===== src/rtl/pwl8_exp2_eval.sv =====
// pwl8_exp2_eval: evaluates 2^x for a signed fixed-point x via an 8-segment
// piecewise-linear coefficient ROM, producing an FP16 result.
// x splits into integer n, segment index (top 3 fraction bits) and offset t;
// the ROM returns (y0, slope) for the segment and the result is
// 2^n * (y0 + slope*t) packed as FP16 with overflow/underflow flags.
// Optional macro PWL8_ROUND_EN: round-to-nearest-even on the mantissa
// instead of truncation.
module pwl8_exp2_eval #(
  parameter int XW = 16,
  parameter int FW = 10,
  parameter int DW = 16
) (
  input  logic          clk,
  input  logic          rst,
  input  logic          in_valid,
  output logic          in_ready,
  input  logic [XW-1:0] in_x,
  output logic          rom_valid_o,
  output logic [2:0]    rom_seg_o,
  input  logic          rom_valid_i,
  input  logic [DW-1:0] rom_y0_i,
  input  logic [DW-1:0] rom_slope_i,
  output logic          out_valid,
  input  logic          out_ready,
  output logic [15:0]   out_y,
  output logic          out_ovf,
  output logic          out_udf
);

  localparam int NW = XW - FW;
  localparam int TW = FW - 3;
  localparam int PW = 11 + TW;
  localparam int SW = (PW + 1 > 22) ? PW + 1 : 22;
  localparam int EW = NW + 3;
`ifdef PWL8_ROUND_EN
  localparam bit ROUND_EN = 1'b1;
`else
  localparam bit ROUND_EN = 1'b0;
`endif

  typedef enum logic [2:0] {S_IDLE, S_REQ, S_WAIT, S_CALC, S_OUT} state_t;

  state_t               state_q, state_d;
  logic                 in_ready_q, rom_valid_q, out_valid_q;
  logic [2:0]           rom_seg_q;
  logic [15:0]          out_y_q;
  logic                 ovf_q, udf_q;
  logic signed [NW-1:0] n_q;
  logic [TW-1:0]        t_q;
  logic [9:0]           y0m_q;
  logic [14:0]          slope_q;

  logic                 accept;
  logic [PW-1:0]        prod;
  int                   sh_amt;
  logic [PW-1:0]        t_term;
  logic [SW-1:0]        s_sum;
  logic                 k;
  logic [9:0]           mant_raw;
  logic [10:0]          disc, half;
  logic                 carry;
  logic [9:0]           mant;
  logic signed [EW-1:0] e_res;
  logic [17:0]          packed_d;

  // The y0 exponent is fixed at 15 and the slope is positive, so these bits carry nothing.
  logic unused_rom;
  assign unused_rom = ^{rom_y0_i[DW-1:10], rom_slope_i[DW-1]};

  // Returns {carry_out, mantissa}; carry_out means the mantissa wrapped past all-ones.
  function automatic logic [10:0] round_mant(input logic [9:0] m, input logic [10:0] d,
                                             input logic [10:0] h);
    logic up;
    up = ROUND_EN && ((d > h) || ((d == h) && m[0]));
    return {(&m) & up, m + {9'd0, up}};
  endfunction

  // Returns {ovf, udf, fp16}; exponent outside 1..30 saturates or flushes.
  function automatic logic [17:0] pack_fp16(input logic signed [EW-1:0] e, input logic [9:0] m);
    if (e >= EW'(31))
      return {2'b10, 16'h7C00};
    else if (e <= EW'(0))
      return {2'b01, 16'h0000};
    else
      return {2'b00, 1'b0, e[4:0], m};
  endfunction

  assign accept      = (state_q == S_IDLE) && in_valid && in_ready_q;
  assign in_ready    = in_ready_q;
  assign rom_valid_o = rom_valid_q;
  assign rom_seg_o   = rom_seg_q;
  assign out_valid   = out_valid_q;
  assign out_y       = out_y_q;
  assign out_ovf     = ovf_q;
  assign out_udf     = udf_q;

  // Next-state logic for the request/evaluate/deliver sequence.
  always_comb begin
    state_d = state_q;
    case (state_q)
      S_IDLE:  if (accept) state_d = S_REQ;
      S_REQ:   state_d = S_WAIT;
      S_WAIT:  if (rom_valid_i) state_d = S_CALC;
      S_CALC:  state_d = S_OUT;
      S_OUT:   if (out_ready) state_d = S_IDLE;
      default: state_d = S_IDLE;
    endcase
  end

  // Evaluate y0 + slope*t, normalise, and pack as FP16.
  always_comb begin
    prod   = PW'({1'b1, slope_q[9:0]}) * PW'(t_q);
    sh_amt = 5 + FW - int'(slope_q[14:10]);
    t_term = '0;
    if (sh_amt >= 0 && sh_amt < 32) t_term = prod >> sh_amt;
    s_sum    = SW'({1'b1, y0m_q, 10'd0}) + SW'(t_term);
    k        = |s_sum[SW-1:21];
    mant_raw = k ? s_sum[20:11] : s_sum[19:10];
    disc     = k ? s_sum[10:0] : {1'b0, s_sum[9:0]};
    half     = k ? 11'h400 : 11'h200;
    {carry, mant} = round_mant(mant_raw, disc, half);
    e_res    = EW'(15) + EW'(n_q) + EW'(k) + EW'(carry);
    packed_d = pack_fp16(e_res, mant);
  end

  // Control state and registered outputs; reset clears every output.
  always_ff @(posedge clk) begin
    if (rst) begin
      state_q     <= S_IDLE;
      in_ready_q  <= 1'b0;
      rom_valid_q <= 1'b0;
      out_valid_q <= 1'b0;
      rom_seg_q   <= '0;
      out_y_q     <= '0;
      ovf_q       <= 1'b0;
      udf_q       <= 1'b0;
    end else begin
      state_q     <= state_d;
      in_ready_q  <= (state_d == S_IDLE);
      rom_valid_q <= (state_d == S_REQ);
      out_valid_q <= (state_d == S_OUT);
      if (accept) rom_seg_q <= in_x[FW-1:FW-3];
      if (state_q == S_CALC) begin
        ovf_q   <= packed_d[17];
        udf_q   <= packed_d[16];
        out_y_q <= packed_d[15:0];
      end
    end
  end

  // Operand capture: x fields on accept, ROM words on the WAIT response.
  always_ff @(posedge clk) begin
    if (accept) begin
      n_q <= in_x[XW-1:FW];
      t_q <= in_x[TW-1:0];
    end
    if (state_q == S_WAIT && rom_valid_i) begin
      y0m_q   <= rom_y0_i[9:0];
      slope_q <= rom_slope_i[14:0];
    end
  end

endmodule

===== config.mk =====
export PLATFORM = sky130hd
export DESIGN_NAME = pwl8_exp2_eval
export DESIGN_NICKNAME = d
export VERILOG_FILES = /design/src/rtl/pwl8_exp2_eval.sv
export SDC_FILE = /design/constraint.sdc
export NUM_CORES = 1
export LEC_CHECK = 0
export CAP_MARGIN = 20
export CORE_ASPECT_RATIO = 1.1
export CORE_MARGIN = 5
export CORE_UTILIZATION = 57
export CTS_BUF_LIST = sky130_fd_sc_hd__clkbuf_4 sky130_fd_sc_hd__clkbuf_8
export DETAILED_ROUTE_END_ITERATION = 12
export HOLD_SLACK_MARGIN = 0.03
export PLACE_DENSITY = 0.79
export SETUP_SLACK_MARGIN = 0.2
export SYNTH_ARGS = -nofsm -noshare
export SYNTH_HDL_FRONTEND = slang
export SYNTH_SLANG_ARGS = --single-unit

===== constraint.sdc =====
create_clock -name clk -period 20.7 [get_ports clk]
set_input_delay 4.14 -clock clk [delete_from_list [all_inputs] [get_ports clk]]
set_output_delay 4.14 -clock clk [all_outputs]
set_load 0.02 [all_outputs]

==> out/results.ini, run 1 <==
[clock_tree]
clkSlewWorstSetupHoldPaths_ps = 70
cts_sinks = 64
cts.htree.levels = 3
post-cts-setup-buffers = 0
numCtsBuffers = 9
cts_tree = done
clkLatencyLatePin_ps = 350
cts_resized = 0
cts-root-buf = clkbuf_8
cts_buffer_depth = 2
ctsHoldBuffers = 0

[final_layout]
final_common_cell = inv_1
nNetsFinal = 788
layout_common_cells = inv_1, clkdlybuf4s50_1, nand2_1
fillers = 722
final_core_util_pct = 69.2
seq_area_mm2 = 0.00166
antenna_cells = 0
multi_input_area_mm2 = 0.00342
fin_area_mm2 = 0.00647
layout-drive-gt1-share_pct = 5.21
syn_to_final_growth_pct = 18.5

[timing]
max_slew_margin_pct = 47.7
fmax_mhz = 108
rsz0062_at_grt = no
final.setup.tns_ps = 0
worst_slew_pin_slew_ps = 784
drv_slew = 0
setup_viol = 0
finalHoldViolCount = 0
layout_worst_path_cycle_share_pct = 44.8
min_period_ps = 9270
fin_skew_ps = 11.9

[place]
dpl.hpwl_mm = 9.43
gp_congestion = 0.867
io_buffers = 68
placed_cell_area_mm2 = 0.00625

[global_route]
grt_usage_pct = 22.5
grt_pass1_wl_mm = 21.0
grt.overflow.total = 0
grt_max_degree = 19
antenna_found_initial = 0
grt_pass1_vias = 4779

[setup_path]
path_class = reg -> reg
worstRegToRegCells = 33
critPathArrivalTime_ps = 9520
r2r_end = out_y[6]$_SDFFE_PP0N_
worstPathRequired_ps = 20960
endpoint = out_y[6]$_SDFFE_PP0N_
rrSetupSlack_ps = 11430
cp_slowest_cell = edfxtp_1
critPathLaunchType = register
max_stage_delay_ps = 540
startpoint = t_q[6]$_DFFE_PP_
worstPathMaxFanout = 11
end_kind = register
reg2reg_from = t_q[6]$_DFFE_PP_

[drt]
dr.pass1.iters = 5
vias = 4418
wire_per_inst_um = 15.7
drc = 0
via_per_inst = 5.75
drt-total-wl_mm = 12.1
ant_nets = 0
drt_iter0_drc = 210

[logic_synthesis]
seq_area_frac_synth_pct = 30.4
syn-num-nets = 724
synth_ff_type = edfxtp_1
synth-edff-count = 38
async_reset_ff_share_pct = 0
synth.distinct_cells = 66
yosysWarningCount = 0
synthCells = 583
syn-mean-instance-area_um2 = 9.37
synth_seq_cells = 64
syn_area_mm2 = 0.00546

[floorplanning]
rows = 37
die_w_um = 103
fp.dieH_um = 113
pin_count = 77
core-area_mm2 = 0.00935
dieArea_mm2 = 0.0116
start_util_pct = 58.4

[pwr]
ir_worst_vdd_v = 0.0000607
leakage_nw = 2.78
powerDensity_mw_per_mm2 = 85.3

[run]
maxCapViolCount = 0

[worst_hold_path]
hp-class = reg -> reg

[run_status]
outcome = finished, final reports clean

==> stage by stage <==
step           instances  hold slack (ps)  setup WS (ps)  power, mW
6_report             769              466          11430      0.552
5_1_grt              769              500          10830      0.599
4_1_cts              769              475          11420      0.553
3_5_place_dp         753              448          11480      0.428
3_3_place_gp         753              443          11630      0.416
2_1_floorplan        583              483          12660      0.364
==> synth_stat cells, drive strengths merged (3+ instances only) <==
cell type  count  area share (%)
nand2         57             3.9
o31ai          5            0.69
xnor2         13             2.1
xor2           3            0.48
ha            44              10
a211oi         3            0.41
buf            5            0.50
inv           86             5.9
o211ai         4            0.55
nand4          3            0.46
a21o           3            0.41
or2            3            0.34
a2bb2oi        4            0.64
nor4b          3            0.48
nand3          7            0.64
o21ai         23             2.2
a21oi         22             2.2
clkbuf        12            0.82
o41ai          3            0.62
fa            44              16
and2          49             5.6
dfxtp         26             9.5
nor2b          6            0.69
edfxtp        38              21
nor2          44             3.0
a31oi          8            0.92
nor3          16             1.5
mux2i         12             2.2
==> report_power, final <==
group	total (mW)	switching, mW	internal [mW]
combinational	0.280	0.161	0.119
clock	0.123	0.0476	0.0750
sequential	0.149	0.00803	0.141
total	0.552	0.217	0.335
==> worst min-delay path by stage <==
stage,start,endpoint,slack (ps),cells after the start
after floorplan,state_q[2]$_SDFF_PP0_,state_q[1]$_SDFF_PP0_,480,1
after global placement,out_y[6]$_SDFFE_PP0N_,out_y[6]$_SDFFE_PP0N_,440,2
after detailed placement,out_y[7]$_SDFFE_PP0N_,out_y[7]$_SDFFE_PP0N_,450,2
after CTS,out_y[7]$_SDFFE_PP0N_,out_y[7]$_SDFFE_PP0N_,480,2
after global routing,out_y[7]$_SDFFE_PP0N_,out_y[7]$_SDFFE_PP0N_,500,2
final,out_y[2]$_SDFFE_PP0N_,out_y[2]$_SDFFE_PP0N_,470,2
==> final cells by class <==
type	count	share of cell area, %
flip-flops and latches	64	25.7
clock buffers	13	2.47
well taps	117	2.26
clock inverters	3	1.01
inverters	87	5.06
repair buffers	70	10.7
multi-input cells	415	52.8
==> per-layer routing <==
metal  global-route usage [%]  vias up  share of wire [%]
met1                     26.4     2172                 41
met3                     4.04       26                4.8
met4                     8.72        0                2.4
met5                        0        -                  0
li1                         -     2100                  -
met2                     39.8      120                 52
==> flip-flops by register name, indices dropped and copies added (netlist names), 3 cells and up <==
name / count
n_q: 6
rom_seg_o: 3
y0m_q: 10
slope_q: 15
t_q: 7
out_y: 15
state_q: 3
==> cell families (layout without fill, tap and decap cells) <==
kind of cell             count (synthesis)  in the layout  share of synthesized area [%]
AND/OR/NAND/NOR                        199            199                           18.1
buffers and inverters                  104            173                           7.33
AO/OA/AOI/OAI                           99             99                           13.1
adder cells (fa/ha/maj)                 88             88                           26.2
flip-flops                              64             64                           30.4
XOR/XNOR                                16             16                           2.57
multiplexers                            12             12                           2.20
other                                    1              1                         0.0686
==> critical path: cells and delay by family, from the launching register on <==
family | cells | cell delay, ps
and+or+nand+nor | 5 | 1300
adders and majority gates | 7 | 3060
DFF | 1 | 540
AOI/OAI and AO/OA | 16 | 3770
buffers and inverters | 5 | 500
No activity file was read; power rests on OpenSTA's default activity.
==> run 2: changes to the inputs <==
--- a/config.mk
+++ b/config.mk
@@ -8,11 +8,11 @@
 export CAP_MARGIN = 20
 export CORE_ASPECT_RATIO = 1.1
 export CORE_MARGIN = 5
-export CORE_UTILIZATION = 57
+export CORE_UTILIZATION = 52
 export CTS_BUF_LIST = sky130_fd_sc_hd__clkbuf_4 sky130_fd_sc_hd__clkbuf_8
 export DETAILED_ROUTE_END_ITERATION = 12
 export HOLD_SLACK_MARGIN = 0.03
-export PLACE_DENSITY = 0.79
+export PLACE_DENSITY = 0.76
 export SETUP_SLACK_MARGIN = 0.2
 export SYNTH_ARGS = -nofsm -noshare
 export SYNTH_HDL_FRONTEND = slang
==> constraint.sdc (replaced) <==
create_clock -name clk -period 8.3 [get_ports clk]
set_input_delay 1.66 -clock clk [delete_from_list [all_inputs] [get_ports clk]]
set_output_delay 1.66 -clock clk [all_outputs]
set_load 0.02 [all_outputs]
==> run 2 against run 1 <==
- clock power up 120%
- critical path type unchanged
- final cell count is 8.3% higher
- first-iteration DRC count rose by 0.95%
- combinational power increased to 2.9 times the previous value
- die area up 8.7%
- clock skew up 0.75 ps
- worst hold slack worse by 11 ps
- sequential power is 150% higher
==> out/results.ini, run 2 (same netlist as run 1, synthesis figures left out) <==
[run_status]
outcome = finished, final reports clean

[floorplanning]
start_util_pct = 52.8  ; -5.6 points
rows = 39  ; +5.4%
fp.dieH_um = 118  ; +4.3%
pin_count = 77  ; unchanged
die_w_um = 108  ; +4.2%
dieArea_mm2 = 0.0127  ; +8.7%
core-area_mm2 = 0.0103  ; +11%

[setup_path]
max_stage_delay_ps = 540  ; about the same
worstRegToRegCells = 34  ; +3.0%
crit_top_cell = fa_1
cp_slowest_cell = fa_1
critPathLaunchType = register
path_class = reg -> reg
end_kind = register
critPathArrivalTime_ps = 7980  ; -1540 ps
worstPathRequired_ps = 8550  ; -12410 ps
worstPathMaxFanout = 9  ; -2

[global_route]
grt_usage_pct = 20.5  ; -2.0 points
grt_pass1_wl_mm = 21.2  ; +1.3%
antenna_found_initial = 0  ; unchanged
grt_pass1_vias = 4702  ; -1.6%
grt_max_degree = 19  ; unchanged
grt.overflow.total = 0  ; unchanged

[final_layout]
fin_area_mm2 = 0.00696  ; +7.6%
layout-drive-gt1-share_pct = 14.2  ; +9.0 points
final_common_cell = inv_1
final_core_util_pct = 67.3  ; -1.9 points
syn_to_final_growth_pct = 27.5
antenna_cells = 0  ; unchanged
layout_common_cells = inv_1, clkdlybuf4s50_1, nand2_1
finalNonFillerCells = 833  ; +8.3%
nNetsFinal = 826  ; +4.8%

[timing]
final.setup.tns_ps = 0  ; unchanged
worst_slew_pin_slew_ps = 701  ; -82.2 ps
setup_viol = 0  ; unchanged
finalHoldViolCount = 0  ; unchanged
fin_skew_ps = 12.7  ; +0.749 ps
max_slew_margin_pct = 53.2  ; +5.5 points
rsz0062_at_grt = no
fmax_mhz = 129  ; +20%
min_period_ps = 7730  ; -1540 ps
postLayoutSetupSlackWorst_ps = 570  ; -10860 ps
drv_slew = 0  ; unchanged
layout_worst_path_cycle_share_pct = 93.1  ; +48 points
hold_ws_ps = 455  ; -11.4 ps

[clock_tree]
cts_sinks = 64  ; unchanged
cts_tree = done
clkLatencyLatePin_ps = 350  ; about the same
cts_buffer_depth = 2  ; unchanged
cts-root-buf = clkbuf_8
clkSlewWorstSetupHoldPaths_ps = 60  ; about the same
cts.htree.levels = 3  ; unchanged
numCtsBuffers = 9  ; unchanged

[run]
maxCapViolCount = 0  ; unchanged

[place]
gp_congestion = 0.846  ; -2.5%
io_buffers = 68  ; unchanged
placed_cell_area_mm2 = 0.00640  ; +2.4%
preCtsSetupSlack_ps = 29.4  ; -11450 ps
numPlacedInstances = 795  ; +5.6%
dpl.hpwl_mm = 9.64  ; +2.2%

[drt]
wire_per_inst_um = 15.1  ; -3.6%
drt-total-wl_mm = 12.6  ; +4.4%
vias = 4573  ; +3.5%
dr.pass1.iters = 5  ; unchanged
ant_nets = 0  ; unchanged
drc = 0  ; unchanged
drt_iter0_drc = 212  ; +0.95%
via_per_inst = 5.49  ; -4.4%

[worst_hold_path]
hp-class = reg -> reg
whs_path_depth = 2  ; unchanged

[pwr]
ir_worst_vdd_v = 0.000124  ; +100%
total_power_mw = 1.47  ; +170%
leakage_nw = 2.97  ; +6.7%
powerDensity_mw_per_mm2 = 211  ; +150%

-- run 2: where the power goes --
group | switching [mW] | total [mW] | internal, mW | leakage (nW)
registers | 0.0152 | 0.368 | 0.353 | 0.556
logic | 0.454 | 0.825 | 0.372 | 2.30
clock network | 0.117 | 0.274 | 0.157 | 0.108
total | 0.586 | 1.47 | 0.881 | 2.97
-- run 2: metal layers --
| metal | up-vias | track usage, % | wire, um | part of all wire, % |
|---|---|---|---|---|
| met3 | 29 | 4.22 | 605 | 4.8 |
| met5 | - | 0 | 0 | 0 |
| met4 | 0 | 7.26 | 264 | 2.1 |
| met1 | 2236 | 24.4 | 5040 | 40 |
| met2 | 133 | 36.2 | 6700 | 53 |
| li1 | 2175 | - | - | - |
-- run 2: cell type report --
| class | count | area, um^2 |
|---|---|---|
| Multi-Input combinational cell | 415 | 3610 |
| Inverter | 87 | 328 |
| Fill cell | 806 | 3380 |
| Timing Repair Buffer | 108 | 985 |
| Sequential cell | 64 | 1660 |
| Clock buffer | 13 | 160 |
| Tap cell | 143 | 179 |
| Clock inverter | 3 | 41.3 |
-- run 2: final timing paths --
kind | startpoint | end | slack (ps)
worst min register to register | out_y[1]$_SDFFE_PP0N_ | out_y[1]$_SDFFE_PP0N_ | 450
worst max register to register | t_q[2]$_DFFE_PP_ | out_y[6]$_SDFFE_PP0N_ | 570
worst min-delay path | out_y[1]$_SDFFE_PP0N_ | out_y[1]$_SDFFE_PP0N_ | 450
worst max-delay path | t_q[2]$_DFFE_PP_ | out_y[6]$_SDFFE_PP0N_ | 570
-- run 2: worst max-delay path, delay by kind of cell, from the launching register on --
family / cells / cell delay [ps]
DFF: 1 / 500
AOI/OAI and AO/OA: 14 / 2720
and+or+nand+nor: 7 / 970
buffers and inverters: 6 / 740
adders and majority gates: 7 / 2700
-- run 2: what timing repair did --
item | 4_1_cts | 5_1_grt
hold endpoints to repair | 0 | 0
setup endpoints to repair | 13 | 16
setup buffers | 13 | 9
resized for setup | 4 | 35
pin swaps | 4 | 13
cloned | 0 | 0
hold buffers | 0 | 0
==> edit, RTL diff (flow settings as in run 1) <==
Set the localparam `ROUND_EN` to 1'b1 (it was 1'b0).
--- a/src/rtl/pwl8_exp2_eval.sv
+++ b/src/rtl/pwl8_exp2_eval.sv
@@ -35,7 +35,7 @@
 `ifdef PWL8_ROUND_EN
   localparam bit ROUND_EN = 1'b1;
 `else
-  localparam bit ROUND_EN = 1'b0;
+  localparam bit ROUND_EN = 1'b1;
 `endif
 
   typedef enum logic [2:0] {S_IDLE, S_REQ, S_WAIT, S_CALC, S_OUT} state_t;
Formal check against the unedited RTL: not equivalent (Yosys sat finds a counterexample within 10 cycles, from zero or initial values and one cycle with rst high).
==> edit against run 1 <==
Total power up 25%; first-iteration DRC count is 90% higher; routed wire length up 34%; sequential cell count unchanged; largest power group unchanged; sequential power about the same; worst setup slack got worse by 1.8 ns; final area is 19% higher; global-route usage rose by 1.8 points; area after synthesis grew 22%; clock skew is essentially flat; die area grew 20%; fmax fell by 16%; non-clock buffer count grew 2.
==> edit: results (changes against run 1) <==
The post-place instance area is 7470 µm² (+20%), and the total setup buffers inserted after CTS is 0 (unchanged). The worst endpoint data arrival time came out at 11.31 ns (+1.79 ns). The logs give 9.88 ns (-1.60 ns) for the post-placement worst setup slack and 973 (+27%) for the number of cells in the finished layout apart from fillers. The leakage power came out at 3.30 nW (+19%).

Ranked by instance count, the synthesized netlist is headed by inv_1, nand2_1, ha_1. The largest buffer count on any clock path came out at 2 (unchanged). The number of nets in the synthesized netlist came out at 916 (+27%). Number of buffers added on ports: 68 (unchanged). The tools report the number of global-route vias before repair as 6007 (+26%).

The net switching share of the total power is 44.6% (+5.2 points). The delay of the slowest critical-path stage came out at 0.58 ns (+0.04 ns). The total CTS buffers came out at 9 (unchanged). The total global routing track utilization was 24.2% (+1.8 points). The worst ir drop on vdd was 0.0000519 V (-15%). The number of antenna diodes is 0 (unchanged), and the number of vias per cell is 6.02 (+4.7%). The placed wire-length estimate is 12.6 mm (+34%). The slowest stage of the critical path is the edfxtp_1 cell. Count of instances resized after the clock tree is built: 0 (unchanged). The root buffer cell was clkbuf_8. The average wire per standard cell works out to 16.6 µm (+5.7%). For the pin count of the biggest net entering global routing, the log shows 34 (+15). The highest net fanout along the worst path is 11 (unchanged).

The number of flops mapped to enable cells by yosys works out to 38 (unchanged). For the total number of yosys warnings, the log shows 0 (unchanged). The relative contribution of combinational cells to total power is 60.7% (+10 points). Summed over the clock group, the power is 0.122 mW. The run gives 0.894 (+3.0%) as the final estimated routing congestion in global placement. Flip-flop cell with the highest count after synthesis: edfxtp_1. Worst hold-check path type: flop to flop. The run gives 5 (unchanged) as the iteration count of the initial detailed-routing pass.

Number of cells produced by synthesis: 765 (+31%). The clock-pin slew on the worst setup and hold paths works out to 0.07 ns (about the same). The run gives 0 (unchanged) as the number of antenna violations at the first check in global routing. The slew at the pin closest to its max-slew limit works out to 0.846 ns (+0.0619 ns).

Register area share after synthesis: 24.9% (-5.5 points). The proportion of register bits with asynchronous set or reset after synthesis is 0% (unchanged). The number of inserted filler cells in the final layout is 972 (+35%). The fraction of final layout cells with drive strength greater than 1 was 4.37% (-0.84 points).

The run gives 969 (+23%) as the number of nets in the final layout. The clock skew after layout is 0.0115 ns (-0.000476 ns). The number of design-rule violations left by the first detailed-router iteration was 399 (+90%); the CTS H-tree depth was 3 (unchanged).

The logs give 0.418 mW (+49%) for the reported combinational group power and 27.7 mm (+32%) for the wire length of the first global-routing pass. The flow ran to the end, and the final reports show no timing, DRC or antenna violations. The number of instances in the placed design was 957 (+27%). The clock latency of the later-clocked register in the worst-skew pair was 0.35 ns (about the same); the post-route cell area was 7700 µm² (+19%). The largest total area in the synthesized netlist belongs to edfxtp_1.

Sorting the synthesized cells by area gives the leading types as edfxtp_1, fa_1, ha_1. The quantity of hold-fixing buffers added after cts was 0 (unchanged); the number of distinct library cells after synthesis was 74 (+12%).
[edit: cell types whose count changed after synthesis, moves of 7 or more]
cell / run 1 / this run
a21oi_1: 21 / 43
ha_1: 44 / 52
a21o_1: 3 / 12
nand4_1: 2 / 13
o211ai_1: 4 / 14
and3_1: 0 / 8
nand2_1: 57 / 73
a22oi_1: 0 / 7
clkbuf_1: 12 / 23
[edit: worst max-delay path, delay by kind of cell, from the launching register on]
family / cells / cell delay [ns]
and+or+nand+nor: 11 / 2.50
adders and majority gates: 9 / 3.60
AOI/OAI and AO/OA: 17 / 3.74
xor gates and xnor gates: 1 / 0.30
DFF: 1 / 0.58
buffers and inverters: 5 / 0.25
[edit: kinds of logic after synthesis]
group	after synthesis	synth area share [%]
xor+xnor	23	3.02
simple gates	265	20.4
compound gates	182	19.5
buf+inv	121	6.97
mux	11	1.69
flops	64	24.9
fa+ha+maj	98	23.5
other cells	1	0.0561
[edit: worst paths after layout]
kind,startpoint,endpoint,slack (ns),depth (start not counted)
min reg2reg,out_y[11],out_y[11],0.46,2
max,t_q[2],out_y[9],9.68,43
min,out_y[11],out_y[11],0.46,2
max reg2reg,t_q[2],out_y[9],9.68,43
[edit: final cells by class]
type | instances | share of cell area, %
Multi-Input combinational cell | 580 | 59.4
Clock inverter | 5 | 1.04
Sequential cell | 64 | 21.6
Tap cell | 150 | 2.44
Inverter | 91 | 4.44
Timing Repair Buffer | 72 | 9.23
Clock buffer | 11 | 1.89
[edit: layer usage]
metal / GRT usage, % / routed length, µm / vias up
met2: 42.6 / 7930 / 203
met4: 6.61 / 291 / 0
li1: - / - / 2826
met3: 5.58 / 985 / 24
met5: 0 / 0 / -
met1: 30.0 / 6940 / 2802
